[src/rtl/camera_pkg.sv]
// Shared types and helpers for the OV7670 capture path: geometry, FSM encoding, pixel packing.
package camera_pkg;
    localparam int SCREEN_WIDTH  = 176;
    localparam int SCREEN_HEIGHT = 144;
    localparam int CNT_W         = 10;
    localparam int ADDR_W        = 15;

    typedef enum logic [1:0] {
        IDLE,
        WAIT_LINE,
        BYTE_HI,
        BYTE_LO
    } cap_state_t;

    // RGB565 byte pair -> RGB332: top red bits, top green bits of the high byte, top blue bits.
    function automatic logic [7:0] rgb565_to_rgb332(input logic [7:0] hi, input logic [7:0] lo);
        return {hi[7:5], hi[2:0], lo[4:3]};
    endfunction

    function automatic logic [CNT_W-1:0] sat_inc(input logic [CNT_W-1:0] v);
        return (v == {CNT_W{1'b1}}) ? v : v + 1'b1;
    endfunction
endpackage

[src/rtl/sync_edge_detect.sv]
// One-flop history of a framing signal with combinational rise/fall against the current level.
module sync_edge_detect (
    input  logic clk,
    input  logic rst_n,
    input  logic din,
    output logic rise,
    output logic fall
);
    logic din_q;

    always_ff @(posedge clk or negedge rst_n) begin
        if (!rst_n) din_q <= 1'b0;
        else        din_q <= din;
    end

    assign rise = din & ~din_q;
    assign fall = ~din & din_q;
endmodule

[src/rtl/camera_capture.sv]
// OV7670 capture: packs RGB565 byte pairs into RGB332 frame-buffer writes one cycle after the low byte,
// tracks X/Y/flat addresses and reports line/frame length errors at each frame end.
module camera_capture
    import camera_pkg::*;
#(
    parameter int WIDTH  = SCREEN_WIDTH,
    parameter int HEIGHT = SCREEN_HEIGHT
) (
    input  logic              clk,
    input  logic              rst_n,
    input  logic [7:0]        cam_data,
    input  logic              href,
    input  logic              vsync,
    output logic              w_en,
    output logic [7:0]        pixel_out,
    output logic [CNT_W-1:0]  x_addr,
    output logic [CNT_W-1:0]  y_addr,
    output logic [ADDR_W-1:0] w_addr,
    output logic              frame_done,
    output logic              frame_err,
    output logic [7:0]        frame_cnt
);
    localparam logic [CNT_W-1:0]  WIDTH_C  = CNT_W'(WIDTH);
    localparam logic [CNT_W-1:0]  HEIGHT_C = CNT_W'(HEIGHT);
    localparam logic [ADDR_W-1:0] WIDTH_A  = ADDR_W'(WIDTH);

    logic href_rise_unused, href_fall, vsync_rise, vsync_fall;

    cap_state_t       state, state_n;
    logic [CNT_W-1:0] col, col_n, row, row_n;
    logic [7:0]       hi, hi_n;
    logic             err_acc, err_n;
    logic             wr, done, done_err;

    // Lines start on the HREF level, so only the falling edge of HREF matters.
    sync_edge_detect u_href_edge (
        .clk  (clk),
        .rst_n(rst_n),
        .din  (href),
        .rise (href_rise_unused),
        .fall (href_fall)
    );

    sync_edge_detect u_vsync_edge (
        .clk  (clk),
        .rst_n(rst_n),
        .din  (vsync),
        .rise (vsync_rise),
        .fall (vsync_fall)
    );

    always_ff @(posedge clk or negedge rst_n) begin
        if (!rst_n) state <= IDLE;
        else        state <= state_n;
    end

    always_comb begin
        state_n  = state;
        col_n    = col;
        row_n    = row;
        hi_n     = hi;
        err_n    = err_acc;
        wr       = 1'b0;
        done     = 1'b0;
        done_err = 1'b0;
        case (state)
            IDLE: begin
                if (vsync_fall) begin
                    state_n = WAIT_LINE;
                    row_n   = '0;
                    err_n   = 1'b0;
                end
            end
            default: begin
                if (vsync_rise) begin
                    // An open line at frame end is an aborted line.
                    done     = 1'b1;
                    done_err = err_acc | (state != WAIT_LINE) | (row != HEIGHT_C);
                    state_n  = IDLE;
                end else if (href_fall && state != WAIT_LINE) begin
                    if (col != WIDTH_C || state == BYTE_LO) err_n = 1'b1;
                    row_n   = sat_inc(row);
                    state_n = WAIT_LINE;
                end else if (href && !vsync) begin
                    case (state)
                        WAIT_LINE: begin
                            hi_n    = cam_data;
                            col_n   = '0;
                            state_n = BYTE_LO;
                        end
                        BYTE_LO: begin
                            wr      = (col < WIDTH_C) && (row < HEIGHT_C);
                            col_n   = sat_inc(col);
                            state_n = BYTE_HI;
                        end
                        BYTE_HI: begin
                            hi_n    = cam_data;
                            state_n = BYTE_LO;
                        end
                        default: ;
                    endcase
                end
            end
        endcase
    end

    always_ff @(posedge clk or negedge rst_n) begin
        if (!rst_n) begin
            col        <= '0;
            row        <= '0;
            hi         <= '0;
            err_acc    <= 1'b0;
            w_en       <= 1'b0;
            pixel_out  <= '0;
            x_addr     <= '0;
            y_addr     <= '0;
            w_addr     <= '0;
            frame_done <= 1'b0;
            frame_err  <= 1'b0;
            frame_cnt  <= '0;
        end else begin
            col        <= col_n;
            row        <= row_n;
            hi         <= hi_n;
            err_acc    <= err_n;
            w_en       <= wr;
            frame_done <= done;
            if (wr) begin
                pixel_out <= rgb565_to_rgb332(hi, cam_data);
                x_addr    <= col;
                y_addr    <= row;
                w_addr    <= ADDR_W'(row) * WIDTH_A + ADDR_W'(col);
            end
            if (done) begin
                frame_err <= done_err;
                frame_cnt <= frame_cnt + 8'd1;
            end
        end
    end
endmodule

[config.mk]
export PLATFORM = sky130hd
export DESIGN_NAME = camera_capture
export DESIGN_NICKNAME = d
export VERILOG_FILES = /design/src/rtl/camera_pkg.sv /design/src/rtl/sync_edge_detect.sv /design/src/rtl/camera_capture.sv
export SDC_FILE = /design/constraint.sdc
export NUM_CORES = 1
export LEC_CHECK = 0
export BUFFER_PORTS_ARGS = -buffer_cell sky130_fd_sc_hd__buf_2
export CAP_MARGIN = 20
export CORE_MARGIN = 10
export CORE_UTILIZATION = 58
export CTS_BUF_LIST = sky130_fd_sc_hd__clkbuf_16
export DETAILED_ROUTE_END_ITERATION = 12
export PLACE_DENSITY = 0.85
export SYNTH_ARGS = -nofsm -noshare
export SYNTH_HDL_FRONTEND = slang
export SYNTH_SLANG_ARGS = --single-unit
[constraint.sdc]
create_clock -name clk -period 4.3 [get_ports clk]
set_clock_uncertainty 0.15 [all_clocks]
set_input_delay 0.86 -clock clk [delete_from_list [all_inputs] [get_ports clk]]
set_output_delay 0.86 -clock clk [all_outputs]
set_load 0.01 [all_outputs]
==> metrics.cfg, run 1 <==
[logic_synthesis]
yosys.cell_types.count=57
async_reset_ff_frac=1.000
yosysTopAreaCell=dfrtp_1
synth_area_per_cell_um2=9.648
synth_area_um2=4534
yosys_warnings=0
seq_area_frac_synth=0.4470
synth_area_leaders=dfrtp_1 (45%), ha_1 (8.6%), nand2_1 (7.9%), xnor2_1 (3.9%), fa_1 (3.5%)
ys_ff_latch=81
synth-main-ff-cell=dfrtp_1
yosysTopAreaCellShare=0.4470
syn_nets=521
synth_enable_flop_cells=0
synth_cells=470

[placement]
dp_cells=620
place_ws_ns=0.6650
port_buffers=65
globalplace.congestion=0.8828
dp_hpwl_um=7308

[timing]
setup_viol=0
layout_min_cycle_time_ns=3.727
worstMarginPinSlew_ns=1.000
rsz0062_at_grt=no
worst_slack_ns=0.5730
fmax_ghz=0.2683
tns_ns=0
finalCritPeriodShare=0.8667
drv_slew=0
relSlewSlack=0.3334
hold_slack_ns=0.3108
hold_viol=0

[global_routing]
grt_max_degree=82
antenna_found_initial=0
grt_pass1_vias=3550
grt.overflow.total=0
grt_pass1_wl_um=17130
grt_usage=0.1784

[critical_path]
timing.rr.end=w_addr[14]
r2r-start=row[3]
r2r_slack_ns=0.57
cp_max_fo=8
crit_top_cell=ha_1
critPathSlowestCell=or4b_1
cp-end-kind=flip-flop
start_kind=flip-flop
path_cells=ha_1 > fa_1 > ha_1 > xor2_1 > ha_1 > nand2_1 > o21ai_0 > o31a_1 > nand3_1 > or4b_1 > nand3_1
critPathKind=flip-flop to flip-flop
r2r_cells=11
crit_buf_inv=0
crit_required_ns=4.43
cp.arrival_ns=3.85
critical-path-max-stage-delay_ns=0.53
path_delay_family=adder cells

[clock_network]
root_buffer=clkbuf_16
cts_sinks=81
cts_max_path_buffers=2
clk_pin_slew_ns=0.07
htreeDepth=3
cts_hold_buf=0
cts-resized-gates=0
clock_latency_ns=0.34
numCtsBuffers=9
cts_tree=done
cts_setup_buffers=0

[drt]
drtAntennaViolNets=0
wl_per_cell_um=16.02
drt_iter0_drc=206
via_per_inst=5.728
routed_wl_um=10200
drc=0
dr.pass1.iters=5
dr_total_vias=3649

[power]
p_leak_uw=0.002653
vdd_drop_max_mv=0.2553
power.switching_uw=1054
combPwrFrac=0.338
p_seq_frac=0.373
p_sw_frac=0.3585
pwr-share-clk=0.289
p_per_area_nw_per_um2=560.0
internal-power_uw=1885

[die]
core_area_um2=7647
die_w_um=108.4
fp-row-count=32
start_util=0.5929
die_area_um2=11750
fp.dieH_um=108.4
io_pins=66

[cells_and_area]
multi_input_area_um2=2333
layout.cells.most_common=nand2_1
diodes=0
drive_gt1_frac=0.1850
most-common-layout-cells=nand2_1 (95), dfrtp_1 (81), buf_2 (65)
syn_to_final_growth_pct=15.73
layout.area.seq_um2=2027
fin_cells=637
fill_cells=576
nets=581

[min_path]
hold_depth=2
hold_path.class=flip-flop to flip-flop
holdPathEnd=pixel_out[0]
hp-start=pixel_out[0]

[outcome]
status=finished clean

[run]
drv_cap=0

[power groups by stage]
stage                     sequential [µW]  combinational [µW]  clock (µW)
after floorplan                      1160                 611           0
after global placement               1100                 940           0
after detailed placement             1110                 985           0
after CTS                            1100                 999         860
after global routing                 1130                1130         891
final                                1100                 992         849
[how the worst max path moves through the flow]
| stage | start | end | slack, ns | cells after the start |
|---|---|---|---|---|
| 4_1_cts | row[3] | w_addr[14] | 0.58 | 11 |
| 6_report | row[3] | w_addr[14] | 0.57 | 11 |
| 3_3_place_gp | row[3] | w_addr[14] | 0.83 | 11 |
| 3_5_place_dp | row[3] | w_addr[14] | 0.66 | 11 |
| 2_1_floorplan | row[3] | w_addr[14] | 0.94 | 11 |
| 5_1_grt | row[3] | w_addr[14] | 0.38 | 11 |
[cells by family after synthesis]
group | Yosys count | synth area share
compound gates | 82 | 0.1206
simple gates | 192 | 0.1973
flops | 81 | 0.4470
mux | 9 | 0.02180
fa+ha+maj | 39 | 0.1209
buf+inv | 39 | 0.03835
xor+xnor | 28 | 0.05408
[synth_stat cells (3+ instances only)]
master    number
ha_1          31
nor3b_1        3
xor2_1         8
nand3_1       19
nand2_1       95
dfrtp_1       81
fa_1           8
xnor2_1       20
buf_4          4
and3_1         4
or3_1          3
inv_1         20
nor4_1         3
buf_2          3
a22o_1         8
clkbuf_1      10
a21oi_1       14
mux2_2         7
a21o_1         6
nand4_1        6
o21ai_0       31
nor2_1        26
and2_1         4
o21a_1         3
nor3_1        10
[per-stage QoR]
stage / utilization / cell area (µm²) / total power [µW]
floorplan: - / 4534 / 1769
global placement: 0.6415 / 4906 / 2042
detailed placement: 0.6415 / 4906 / 2097
CTS: 0.6855 / 5243 / 2957
global route: 0.6862 / 5248 / 3149
finish: 0.6862 / 5248 / 2939
[final cells by class]
class	count	share of cell area
timing repair buffer	68	0.06629
clock buffer	9	0.04292
multi-input combinational	350	0.4447
clock inverter	7	0.02122
tap	102	0.02432
sequential	81	0.3863
inverter	20	0.01431
[registers in the layout, summed over array words and instances (netlist names)]
name / cells
w_addr: 11
col: 10
row: 10
x_addr: 10
y_addr: 10
frame_cnt: 8
pixel_out: 8
hi: 6
state: 2
err_acc: 1
frame_done: 1
frame_err: 1
u_href_edge.din_q: 1
u_vsync_edge.din_q: 1
w_en: 1
[layer usage]
metal,wire (µm),GRT usage,up-vias
met5,0,0,-
met4,195,0.06968,0
met3,644,0.04462,15
met2,4921,0.2927,110
met1,4443,0.2218,1772
li1,-,-,1752
[tightest hold or removal path: stages, from the launching register on]
cell,delay [ns]
dfrtp_1,0.34
nand2_1,0.05
nand2_1,0.05
Power figures use the tool's default switching activity.
==> inputs of run 2 (changes only) <==
- MAX_ROUTING_LAYER: not set -> met4
==> run 2 against run 1 <==
Compared with the run above: utilization is 0.61 points lower; sequential power hardly changed; flip-flop and latch count stayed put; power shrank 4.0%; final cell count is 0.16% higher; maximum frequency is 0.20% higher; setup slack gained 0.0076 ns; via count decreased by 0.33%; non-clock buffer count unchanged; critical path depth is the same; sequential share of layout area rose by 0.34 points; critical path type unchanged; largest cell class unchanged; highest routed layer unchanged.
==> metrics.cfg, run 2 (synthesis results as in run 1) <==
[global_routing]
grt_max_degree=82  ; unchanged
grt_pass1_wl_um=17060  ; -0.36%
grt_usage=0.1839  ; +0.005478
grt.overflow.total=0  ; unchanged
antenna_found_initial=1  ; +1
grt_pass1_vias=3559  ; +0.25%

[drt]
routed_wl_um=10330  ; +1.2%
drt_iter0_drc=214  ; +3.9%
dr_total_vias=3637  ; -0.33%
via_per_inst=5.701  ; -0.49%
drtAntennaViolNets=0  ; unchanged
drc=0  ; unchanged
dr.pass1.iters=5  ; unchanged
wl_per_cell_um=16.19  ; +1.0%

[run]
drv_cap=0  ; unchanged

[die]
die_area_um2=11750  ; unchanged
core_area_um2=7647  ; unchanged
start_util=0.5929  ; unchanged
io_pins=66  ; unchanged
fp-row-count=32  ; unchanged
fp.dieH_um=108.4  ; unchanged
die_w_um=108.4  ; unchanged

[critical_path]
timing.rr.end=w_addr[14]
cp.arrival_ns=3.85  ; about the same
r2r_slack_ns=0.58  ; about the same
critPathKind=flip-flop to flip-flop
cp_max_fo=8  ; unchanged
path_cells=ha_1 > fa_1 > ha_1 > xor2_1 > ha_1 > nand2_1 > o21ai_0 > o31a_1 > nand3_1 > or4b_1 > nand3_1
critical-path-max-stage-delay_ns=0.53  ; about the same
r2r_cells=11  ; unchanged
start_kind=flip-flop
cp-end-kind=flip-flop
crit_required_ns=4.43  ; about the same
critPathSlowestCell=or4b_1
r2r-start=row[3]
crit_top_cell=ha_1

[cells_and_area]
largest_register_ffs=11  ; unchanged
fill_cells=619  ; +7.5%
layout.cells.most_common=nand2_1
regMostFlops=w_addr
most-common-layout-cells=nand2_1 (95), dfrtp_1 (81), buf_2 (64)
nets=581  ; unchanged
drive_gt1_frac=0.1850  ; unchanged
syn_to_final_growth_pct=14.71

[outcome]
status=finished clean

[clock_network]
clk_pin_slew_ns=0.06  ; about the same
cts_hold_buf=0  ; unchanged
numCtsBuffers=9  ; unchanged
htreeDepth=3  ; unchanged
root_buffer=clkbuf_16
cts_setup_buffers=0  ; unchanged
cts-resized-gates=0  ; unchanged
cts_tree=done
clock_latency_ns=0.34  ; about the same
cts_sinks=81  ; unchanged
cts_max_path_buffers=2  ; unchanged

[timing]
hold_viol=0  ; unchanged
tns_ns=0  ; unchanged
setup_viol=0  ; unchanged
worstMarginPinSlew_ns=0.9924  ; -0.007539 ns
rsz0062_at_grt=no
layout_min_cycle_time_ns=3.719  ; -0.007605 ns
relSlewSlack=0.3384  ; +0.005026
fmax_ghz=0.2689  ; +0.20%
finalCritPeriodShare=0.8650  ; -0.001769
drv_slew=0  ; unchanged

[power]
vdd_drop_max_mv=0.2660  ; +4.2%
p_per_area_nw_per_um2=542.2  ; -3.2%
p_total_uw=2820  ; -4.0%
p_leak_uw=0.002620  ; -1.2%

[min_path]
hold_path.class=flip-flop to flip-flop
hp-start=pixel_out[1]
hold_depth=2  ; unchanged
holdPathEnd=pixel_out[1]

[placement]
dp_hpwl_um=7480  ; +2.3%
port_buffers=65  ; unchanged
globalplace.congestion=0.8866  ; +0.43%

[run 2: how the worst max path moves through the flow]
stage / from / endpoint / slack, ns / cells past startpoint
after floorplan: row[3] / w_addr[14] / 0.94 / 11
after global placement: row[3] / w_addr[14] / 0.83 / 11
after detailed placement: row[3] / w_addr[14] / 0.63 / 11
after CTS: row[3] / w_addr[14] / 0.60 / 11
after global routing: row[3] / w_addr[14] / 0.39 / 11
final: row[3] / w_addr[14] / 0.58 / 11
[run 2: per-stage QoR]
stage	area (µm²)	setup slack [ns]	util	cells	hold slack, ns
6_report	5201	0.5806	0.6801	638	0.3091
5_1_grt	5201	0.3912	0.6801	638	0.3365
4_1_cts	5199	0.5960	0.6798	637	0.3146
3_5_place_dp	4913	0.6318	0.6425	621	0.3013
3_3_place_gp	4913	0.8250	0.6425	621	0.2932
2_1_floorplan	4534	0.9351	-	470	0.2902
[run 2: final cells by class]
type,instances,area (µm²),share of cell area
Multi-Input combinational cell,350,2333,0.4486
Timing Repair Buffer,68,350.3,0.06736
Antenna cell,1,2.502,0.0004811
Tap cell,102,127.6,0.02454
Sequential cell,81,2027,0.3897
Clock buffer,9,225.2,0.04330
Inverter,20,75.07,0.01443
Clock inverter,7,60.06,0.01155
[run 2: worst max-delay path, delay by kind of cell (launching register included)]
kind	cells	cell delay, ns
compound gates	2	0.42
fa+ha+maj	4	1.61
xor+xnor	1	0.18
flops	1	0.47
simple gates	4	0.83
[run 2: layer usage]
| metal | vias to the layer above | GRT usage | wire length (µm) |
|---|---|---|---|
| met2 | 126 | 0.2888 | 4910 |
| li1 | 1750 | - | - |
| met5 | - | - | 0 |
| met1 | 1739 | 0.2184 | 4413 |
| met4 | 0 | 0.08380 | 218 |
| met3 | 22 | 0.04640 | 785 |
[run 2: power by group]
group	internal (µW)	leakage (µW)	switching [µW]	total [µW]
registers	960	0.00107	143	1100
clock network	400	0.000131	336	736
logic	403	0.00142	578	981
==> inputs of run 3 (changes only) <==
- REMOVE_ABC_BUFFERS: not set -> 1
==> run 3 against run 2 <==
Compared with the run above: die area did not move; non-clock buffer count rose by 1; final cell count did not move; sequential share of layout area down 0.31 points; sequential power barely moved.
==> metrics.cfg, run 3 (synthesis results as in run 1) <==
[timing]
rsz0062_at_grt=no
hold_viol=0  ; unchanged
tns_ns=0  ; unchanged
layout_min_cycle_time_ns=3.704  ; -0.01493 ns
hold_slack_ns=0.2496  ; -0.05955 ns
finalCritPeriodShare=0.8615  ; -0.003472
setup_viol=0  ; unchanged
drv_slew=0  ; unchanged
fmax_ghz=0.2699  ; +0.40%
worstMarginPinSlew_ns=0.7538  ; -0.2387 ns
relSlewSlack=0.4941  ; +0.1557

[clock_network]
cts_hold_buf=0  ; unchanged
cts-resized-gates=0  ; unchanged
clock_latency_ns=0.34  ; about the same
root_buffer=clkbuf_16
numCtsBuffers=9  ; unchanged
cts_tree=done
cts_setup_buffers=0  ; unchanged
cts_sinks=81  ; unchanged
clk_pin_slew_ns=0.06  ; about the same
htreeDepth=3  ; unchanged
cts_max_path_buffers=2  ; unchanged

[die]
die_w_um=108.4  ; unchanged
core_area_um2=7647  ; unchanged
start_util=0.5929  ; unchanged
io_pins=66  ; unchanged
die_area_um2=11750  ; unchanged
fp-row-count=32  ; unchanged
fp.dieH_um=108.4  ; unchanged

[cells_and_area]
fin_area_um2=5243  ; +0.79%
drive_gt1_frac=0.1866  ; +0.001520
diodes=0  ; -1
regMostFlops=w_addr
most-common-layout-cells=nand2_1 (95), dfrtp_1 (81), buf_2 (65)
layout.cells.most_common=nand2_1
syn_to_final_growth_pct=15.62
nets=582  ; +0.17%
fill_cells=587  ; -5.2%
largest_register_ffs=11  ; unchanged
fin_cells=638  ; unchanged

[critical_path]
path_delay_family=adder cells
critPathKind=flip-flop to flip-flop
critPathSlowestCell=or4b_1
cp_max_fo=8  ; unchanged
crit_buf_inv=0  ; unchanged
path_cells=ha_1 > fa_1 > ha_1 > xor2_1 > ha_1 > nand2_1 > o21ai_0 > o31a_1 > nand3_1 > or4b_1 > nand3_1
r2r-start=row[3]
critical-path-max-stage-delay_ns=0.53  ; about the same
timing.rr.end=w_addr[14]
r2r_slack_ns=0.60  ; about the same
r2r_cells=11  ; unchanged
crit_top_cell=ha_1
cp.arrival_ns=3.83  ; -0.02 ns
cp-end-kind=flip-flop
start_kind=flip-flop
crit_required_ns=4.42  ; about the same

[outcome]
status=finished clean

[global_routing]
grt_pass1_vias=3495  ; -1.8%
grt_max_degree=82  ; unchanged
grt.overflow.total=0  ; unchanged
grt_usage=0.1754  ; -0.008486
antenna_found_initial=0  ; -1
grt_pass1_wl_um=16370  ; -4.1%

[drt]
dr_total_vias=3570  ; -1.8%
wl_per_cell_um=15.59  ; -3.7%
drtAntennaViolNets=0  ; unchanged
drt_iter0_drc=236  ; +10%
via_per_inst=5.596  ; -1.8%
routed_wl_um=9945  ; -3.7%
met1Wirelength_um=4242  ; -3.9%
maxUsedRoutingLayer=met4
dr.pass1.iters=6  ; +1
dr_wl_met3_um=676  ; -14%
drc=0  ; unchanged
wl_met2_um=4834  ; -1.5%

[power]
vdd_drop_max_mv=0.2573  ; -3.3%
p_leak_uw=0.002647  ; +1.0%
p_per_area_nw_per_um2=546.2  ; +0.73%

[min_path]
hold_path.class=input pin to async pin

[placement]
placed_area_um2=4906  ; -0.15%
port_buffers=65  ; unchanged
dp_hpwl_um=7259  ; -3.0%
dp_cells=620  ; -0.16%
globalplace.congestion=0.9160  ; +3.3%

[run]
drv_cap=0  ; unchanged

-- run 3: per-stage QoR --
step	setup slack (ns)	util	power, µW
6_report	0.5956	0.6855	2863
5_1_grt	0.3481	0.6855	3056
4_1_cts	0.5699	0.6813	2884
3_5_place_dp	0.6416	0.6415	2093
3_3_place_gp	0.8194	0.6415	2031
2_1_floorplan	0.9351	-	1739
-- run 3: where the power goes --
part / total [µW] / switching, µW / internal (µW) / leakage [µW]
combinational: 988 / 580 / 408 / 0.00144
sequential: 1100 / 137 / 960 / 0.00107
clock: 779 / 323 / 455 / 0.000144
-- run 3: how the worst max path moves through the flow --
stage / startpoint / endpoint / cells after the start
floorplan: row[3] / w_addr[14] / 11
global placement: row[3] / w_addr[14] / 11
detailed placement: row[3] / w_addr[14] / 11
CTS: row[3] / w_addr[14] / 11
global route: row[3] / w_addr[14] / 11
finish: row[3] / w_addr[14] / 11
-- run 3: layout make-up --
| class | count | area (µm²) | share of cell area |
|---|---|---|---|
| clock buffer | 9 | 225.2 | 0.04296 |
| clock inverter | 7 | 78.83 | 0.01504 |
| inverter | 20 | 75.07 | 0.01432 |
| multi-input combinational | 350 | 2333 | 0.4451 |
| sequential | 81 | 2027 | 0.3866 |
| tap | 102 | 127.6 | 0.02434 |
| timing repair buffer | 69 | 375.4 | 0.07160 |
-- run 3: per-layer routing --
layer  vias to the layer above  track usage
li1                       1740            -
met1                      1708       0.2056
met2                       107       0.2888
met3                        15      0.04164
met4                         0      0.06215
met5                         -            -
